### config.mk
export PLATFORM = sky130hd
export DESIGN_NAME = pw_arbiter
export DESIGN_NICKNAME = d
export VERILOG_FILES = /design/src/rtl/pw_arbiter.sv
export SDC_FILE = /design/constraint.sdc
export NUM_CORES = 1
export LEC_CHECK = 0
export CAP_MARGIN = 20
export CORE_MARGIN = 2
export CORE_UTILIZATION = 36
export DETAILED_ROUTE_END_ITERATION = 8
export PLACE_DENSITY_LB_ADDON = 0.15
export REMOVE_ABC_BUFFERS = 1
export SLEW_MARGIN = 20
export SYNTH_ARGS = -nofsm -noshare
export SYNTH_HDL_FRONTEND = slang
export SYNTH_SLANG_ARGS = --single-unit
### constraint.sdc
create_clock -name clk -period 2.19 [get_ports clk]
set_input_delay 0.438 -clock clk [delete_from_list [all_inputs] [get_ports clk]]
set_output_delay 0.438 -clock clk [all_outputs]
set_load 0.1 [all_outputs]
### src/rtl/pw_arbiter.sv
// pw_arbiter
// Round-robin arbiter that lets several page-walk requesters (ITLB, AGUs)
// share a single page-table walker, with exactly one walk outstanding.
//
// Ports:
//   clk, rst          clock and synchronous active-high reset
//   IN_req_valid      per-requester walk request, held until acked
//   IN_req_addr       per-requester virtual address (32 bits per slice)
//   IN_req_rootPPN    per-requester root page-table PPN (20 bits per slice)
//   IN_cancel         per-requester cancel of its outstanding walk
//   OUT_req_ack       one-hot, one-cycle acceptance pulse
//   OUT_pw_valid      walk command valid towards the walker
//   OUT_pw_addr       walk command virtual address
//   OUT_pw_rootPPN    walk command root PPN
//   IN_pw_ready       walker accepts the command
//   IN_pw_resValid    walker result strobe
//   IN_pw_res         walker result
//   OUT_res_valid     one-hot result delivery to the owning requester
//   OUT_res           registered walker result
//   OUT_busy          walk in progress
//   OUT_rqID          owner of the walk in progress
module pw_arbiter #(
  parameter int NUM_RQ = 3,
  parameter int RQ_W   = $clog2(NUM_RQ)
) (
  input  logic                 clk,
  input  logic                 rst,
  input  logic [NUM_RQ-1:0]    IN_req_valid,
  input  logic [NUM_RQ*32-1:0] IN_req_addr,
  input  logic [NUM_RQ*20-1:0] IN_req_rootPPN,
  input  logic [NUM_RQ-1:0]    IN_cancel,
  output logic [NUM_RQ-1:0]    OUT_req_ack,
  output logic                 OUT_pw_valid,
  output logic [31:0]          OUT_pw_addr,
  output logic [19:0]          OUT_pw_rootPPN,
  input  logic                 IN_pw_ready,
  input  logic                 IN_pw_resValid,
  input  logic [26:0]          IN_pw_res,
  output logic [NUM_RQ-1:0]    OUT_res_valid,
  output logic [26:0]          OUT_res,
  output logic                 OUT_busy,
  output logic [RQ_W-1:0]      OUT_rqID
);

  localparam logic [1:0] IDLE  = 2'd0;
  localparam logic [1:0] ISSUE = 2'd1;
  localparam logic [1:0] WAIT  = 2'd2;

  logic [1:0]        state_q, state_d;
  logic [RQ_W-1:0]   ptr_q, ptr_d;
  logic [RQ_W-1:0]   owner_q, owner_d;
  logic [31:0]       addr_q, addr_d;
  logic [19:0]       root_q, root_d;
  logic [NUM_RQ-1:0] ack_q, ack_d;
  logic [NUM_RQ-1:0] resValid_q, resValid_d;
  logic [26:0]       res_q, res_d;
  logic              drop_q, drop_d;

  logic              grantFound;
  logic [RQ_W-1:0]   grantId;
  logic              ownerCancel;

  // Round-robin search starting at ptr_q; iterating from the farthest offset
  // down lets the closest valid requester overwrite earlier matches.
  always_comb begin
    grantFound = 1'b0;
    grantId    = '0;
    for (int i = NUM_RQ - 1; i >= 0; i--) begin
      if (IN_req_valid[(int'(ptr_q) + i) % NUM_RQ]) begin
        grantFound = 1'b1;
        grantId    = RQ_W'((int'(ptr_q) + i) % NUM_RQ);
      end
    end
  end

  assign ownerCancel = IN_cancel[owner_q];

  // Next-state logic. A cancel from the owner during ISSUE suppresses the
  // command in that same cycle so the walker can never accept it.
  always_comb begin
    state_d    = state_q;
    ptr_d      = ptr_q;
    owner_d    = owner_q;
    addr_d     = addr_q;
    root_d     = root_q;
    ack_d      = '0;
    resValid_d = '0;
    res_d      = res_q;
    drop_d     = drop_q;
    case (state_q)
      IDLE: begin
        if (grantFound) begin
          state_d        = ISSUE;
          owner_d        = grantId;
          addr_d         = IN_req_addr[32*grantId +: 32];
          root_d         = IN_req_rootPPN[20*grantId +: 20];
          ack_d[grantId] = 1'b1;
          ptr_d          = (grantId == RQ_W'(NUM_RQ - 1)) ? '0 : grantId + 1'b1;
          drop_d         = 1'b0;
        end
      end
      ISSUE: begin
        if (ownerCancel) begin
          state_d = IDLE;
        end else if (IN_pw_ready) begin
          state_d = WAIT;
        end
      end
      WAIT: begin
        if (IN_pw_resValid) begin
          state_d = IDLE;
          res_d   = IN_pw_res;
          drop_d  = 1'b0;
          if (!(drop_q || ownerCancel)) begin
            resValid_d[owner_q] = 1'b1;
          end
        end else if (ownerCancel) begin
          drop_d = 1'b1;
        end
      end
      default: state_d = IDLE;
    endcase
  end

  always_ff @(posedge clk) begin
    if (rst) begin
      state_q    <= IDLE;
      ptr_q      <= '0;
      owner_q    <= '0;
      addr_q     <= '0;
      root_q     <= '0;
      ack_q      <= '0;
      resValid_q <= '0;
      res_q      <= '0;
      drop_q     <= 1'b0;
    end else begin
      state_q    <= state_d;
      ptr_q      <= ptr_d;
      owner_q    <= owner_d;
      addr_q     <= addr_d;
      root_q     <= root_d;
      ack_q      <= ack_d;
      resValid_q <= resValid_d;
      res_q      <= res_d;
      drop_q     <= drop_d;
    end
  end

  assign OUT_req_ack    = ack_q;
  assign OUT_pw_valid   = (state_q == ISSUE) && !ownerCancel;
  assign OUT_pw_addr    = addr_q;
  assign OUT_pw_rootPPN = root_q;
  assign OUT_res_valid  = resValid_q;
  assign OUT_res        = res_q;
  assign OUT_busy       = (state_q == ISSUE) || (state_q == WAIT);
  assign OUT_rqID       = owner_q;

endmodule
==> Yosys cells after proc, flatten, opt, wreduce, memory -nomap -nowiden <==
Index checks and enable logic that the tools add are counted.
{ "word_totals": {"ff_bits": 92, "inputBits": 193, "out_inout_bits": 89} }
{ "op_classes": {"add_sub_neg": 3, "mul": 1, "div": 3, "order_cmp": 7, "n_eq_ne": 7, "n_shift": 2, "n_mux": 31, "bitwise": 4, "n_reduce_logical": 14} }
{ "op_table": {"columns": ["op", "count"], "rows": [
  ["$lt 32x4->1 const B", 3],
  ["$shiftx 96x8->32", 1],
  ["$mod 32x3->32 const B", 2],
  ["$shiftx 60x8->20", 1],
  ["$mod 3x3->32 const B", 1],
  ["$mux 2", 8],
  ["$mux 1", 15],
  ["$bmux 1 s2", 4],
  ["$lt 2x3->1 const B", 2],
  ["$ne 3x3->1 const B", 2],
  ["$pmux 2 s3", 1],
  ["$reduce_and 3->1", 2],
  ["$mul 3x2->5 const A", 1],
  ["$demux 1 s2", 2],
  ["$eq 2x2->1 const B", 2],
  ["$ge 2x1->1 const B", 2],
  ["$ne 2x2->1 const B", 2],
  ["$not 1->1", 4],
  ["$reduce_and 2->1", 2],
  ["$reduce_or 4->1", 1],
  ["$add 2x1->3 const B", 1],
  ["$add 2x2->3 const B", 1],
  ["$logic_and 1x1->1", 3],
  ["$reduce_or 3->1", 1],
  ["other kinds (7)", 8]
]} }

==> Logic depth before layout (Yosys ltp) <==
{ "depth": {"depth_word": 12, "mapped_depth": 11} }

==> Least setup slack after synthesis <==
Ideal clock, no wire load.
{ "synth_timing": {"kind": "register to output", "start": "register owner_q[1], in the netlist OUT_rqID[1]", "end": "output port OUT_pw_valid", "arrival_ns": 2.189, "required_ns": 1.752, "path_slack_ns": -0.437, "stages_incl_launch_ff": 5, "path_buffers": 0, "path_cell_list": "dfxtp_1 -> mux2i_1 -> o21ai_0 -> nand2b_1 -> inv_1"} }
{ "synth_between": {"elab_chain_len": 4} }
{ "synth_lines": {"columns": ["element", "line_no", "source"], "rows": [
  ["from (decl)", "51", "logic [RQ_W-1:0] owner_q, owner_d;"],
  ["from (signal assigned)", "139", "owner_q <= owner_d;"],
  ["$bmux 1 s2", "76", "assign ownerCancel = IN_cancel[owner_q];"],
  ["$mux 1 (implied by the code)", "76", null],
  ["$logic_not 1->1", "150", "assign OUT_pw_valid = (state_q == ISSUE) && !ownerCancel;"],
  ["$logic_and 1x1->1", "150", null],
  ["to (decl)", "33", "output logic OUT_pw_valid,"]
]} }
Every way passes these cells. The select of a mux whose other input is x is not followed.

==> Final worst setup path <==
{ "layout_timing": {"start": "register ptr_q[1]", "end": "register addr_q[30], in the netlist OUT_pw_addr[30]"} }
{ "layout_between": {"elab_chain_len": 9} }
{ "layout_lines": {"columns": ["element", "line_no", "source"], "rows": [
  ["from (decl)", "50", "logic [RQ_W-1:0] ptr_q, ptr_d;"],
  ["from (signal assigned)", "138", "ptr_q <= ptr_d;"],
  ["$add 2x2->3", "69, 71", null],
  ["$mod 32x3->32", "69, 71", null],
  ["$bmux 1 s2", "69", "if (IN_req_valid[(int'(ptr_q) + i) % NUM_RQ]) begin"],
  ["$mux 1 (implied by the code) (2 in series)", "69", null],
  ["$mux 2 / $mux 1 (equally long branches) (3 in series)", "69", null],
  ["$shiftx 96x8->32 / $reduce_and 2->1 (equally long branches)", null, null],
  ["to (signal assigned)", "140", "addr_q <= addr_d;"],
  ["to (decl)", "52", "logic [31:0] addr_q, addr_d;"]
]} }
Several ways; a longest one is shown, not always the timed one. The select of a mux whose other input is x is not followed.
A chain may end at the register's enable or synchronous reset.

==> qor.txt <==
Status: complete, but fails checks
Failing checks: setup timing
Worst Skew: 8.94 ps
Cell family with most CP delay: simple AND/OR/NAND/NOR gates
CP peak stage delay: 500 ps
Setup ws final: -32.5 ps
Count of flip-flops with a built-in enable after synthesis: 0
Worst-path maximum fanout: 22
Critical path's slowest cell: or3b_4
WL/cell: 18.8 um
Final hold violation count: 0
DR top layer: met4
Mapped Area: 0.00510 mm^2
Crit start category: register
Syn avg cell area: 8.21 um^2
DR pass1 iterations: 5
Slew Viols, Final: 0
Slew @ Worst Pin: 387 ps
Initial core utilization: 0.367
# clock sinks: 92
Drt drc: 0
Grt total ovfl: 0
Post-synthesis cell type count: 40
Largest net degree at the start of global routing: 37
Max Fclk: 450 MHz
M1 WL: 8.09 mm
Share of layout cells above drive strength 1: 0.249
Initial antenna violation count: 0
Crit Path Class: register to register
Die height: 123 um
Clock Pin Slew Worst Setup and Hold Paths: 70 ps
Final Cycle Share: 1.01
IO buf count: 281
Final setup violation count: 2
Most common cell after layout, fill and taps aside: clkdlybuf4s50_1
CTS Hold Bufs: 0
Hold Crit Class: register to register
Seq cells post-synth: 92
Setup TNS: -40.4 ps
Max clock buf depth: 2
Final wirelength: 20.6 mm
NumNets Final: 1112
Final worst path period need: 2220 ps
Met2 wire len: 10.3 mm
Die X: 123 um
Fin util: 0.657
CP Buf/Inv Count: 4
Synth area leaders: dfxtp_1 (36%), mux2i_1 (11%), a221oi_1 (8.9%)
Floorplan row count: 43
Number of global-route vias before repair: 5949
Number of DRC markers in iteration 0: 342
Crit-path cells: inv_2 > buf_6 > ha_4 > nand3b_1 > buf_4 > o21ai_4 > a21oi_2 > or3b_4 > buf_12 > nor2_1 > a22o_1
Vias per cell: 5.51
Maxcap violations: 0
Async SR Flop Fraction: 0
Most frequent cells in the layout: clkdlybuf4s50_1 (191), buf_4 (110), nor2_1 (103)
H-tree levels: 3
Most area-hungry cell type in the Yosys netlist: dfxtp_1
Placeable Area: 0.0139 mm^2
Routability congestion estimate: 0.875
Vias: 6039
Synth Instances: 621
Root Driver: clkbuf_16
WL met3: 1.81 mm
Post-DP HPWL: 14.3 mm
Max IR drop VDD: 0.000687 V
GR Util All Layers: 0.238
DRT antenna net count: 0
Register area share after synthesis: 0.361
IO Pins: 282
First-pass GRT wire length: 28.6 mm
Setup crit end kind: register
Synth Flop Type: dfxtp_1
# diodes: 0
Power per Cell Area: 1400 mW/mm^2
Static leakage: 3.85 nW
Slew headroom: 0.741
RSZ-0062 raised after global routing: true
Die area: 0.0151 mm^2
CTS tree: done
Arrival @ worst endpoint: 2500 ps
Worst-Skew Late Latency: 340 ps
Synth top area share: 0.361
Synth warn: 0
Syn-to-layout area delta: 78.7%
Num CTS Buffers: 9
WP data required: 2470 ps
registers in the layout, summed over array words and instances (netlist names):
signal          flops
OUT_res            27
OUT_pw_rootPPN     20
OUT_rqID            2
OUT_res_valid       3
OUT_pw_addr        32
state_q             2
drop_q              1
OUT_req_ack         3
ptr_q               2
timing repair:
item / in CTS / in global routing
endpoints found under the setup margin: 45 / 57
pin swaps: 2 / 8
resized for setup: 12 / 116
gates cloned: 0 / 8
buffers inserted: 0 / 7
synth_stat cells (3+ instances only):
cell	number
nand2_1	58
a21oi_1	34
buf_4	3
nor2_1	109
clkbuf_1	33
buf_6	5
ha_1	8
nor3_1	4
mux2i_1	56
a22o_1	52
nand2b_1	7
a221oi_1	52
inv_1	8
o21ai_0	57
buf_2	12
dfxtp_1	92
routing by layer:
metal / up-vias / GRT usage
li1: 2849 / -
met1: 2851 / 0.271
met2: 303 / 0.429
met3: 36 / 0.0660
met4: 0 / 0.0753
met5: - / 0
power breakdown:
group | internal [mW] | total [mW] | switching [mW]
logic | 3.28 | 8.74 | 5.46
clock network | 1.04 | 1.71 | 0.668
registers | 2.07 | 2.33 | 0.261
layout make-up:
class                      count  area (um^2)
tap                          180          225
inverter                       8         32.5
fill                        1141         4760
timing repair buffer         333         3310
clock inverter                 5         82.6
multi-input combinational    467         3370
sequential                    92         1850
clock buffer                  11          243
worst register-to-register path, stage by stage, from the launching register on:
cell	delay (ps)
dfxtp_2	350
inv_2	60
buf_6	120
ha_4	150
nand3b_1	170
buf_4	160
o21ai_4	50
a21oi_2	60
or3b_4	510
buf_12	200
nor2_1	180
a22o_1	150
logic make-up after synthesis:
group / count (synthesis) / share of synthesized area
AND/OR/NAND/NOR: 193 / 0.158
flip-flops: 92 / 0.361
buffers and inverters: 62 / 0.0581
AO/OA/AOI/OAI: 209 / 0.291
multiplexers: 57 / 0.113
adder cells (fa/ha/maj): 8 / 0.0196
through the flow:
stage	area, um^2	power (mW)	hold slack, ps	instances	setup slack (ps)
2_1_floorplan	4830	9.40	467	567	-3520
3_3_place_gp	8150	9.87	442	1066	-314
3_5_place_dp	8150	10.0	447	1066	-361
4_1_cts	8500	11.8	456	1082	-1.99
5_1_grt	9120	13.3	475	1096	-101
6_report	9120	12.8	455	1096	-32.5
final timing paths:
path	start	end	slack (ps)	cells after the start
setup / recovery	ptr_q[1]$_SDFFE_PP0P_	OUT_pw_addr[30]$_SDFFE_PP0P_	-30	11
hold / removal	OUT_res[17]$_SDFFE_PP0P_	OUT_res[17]$_SDFFE_PP0P_	460	2
hold reg to reg	OUT_res[17]$_SDFFE_PP0P_	OUT_res[17]$_SDFFE_PP0P_	460	2
setup reg to reg	ptr_q[1]$_SDFFE_PP0P_	OUT_pw_addr[30]$_SDFFE_PP0P_	-30	11
Power figures use the tool's default switching activity.
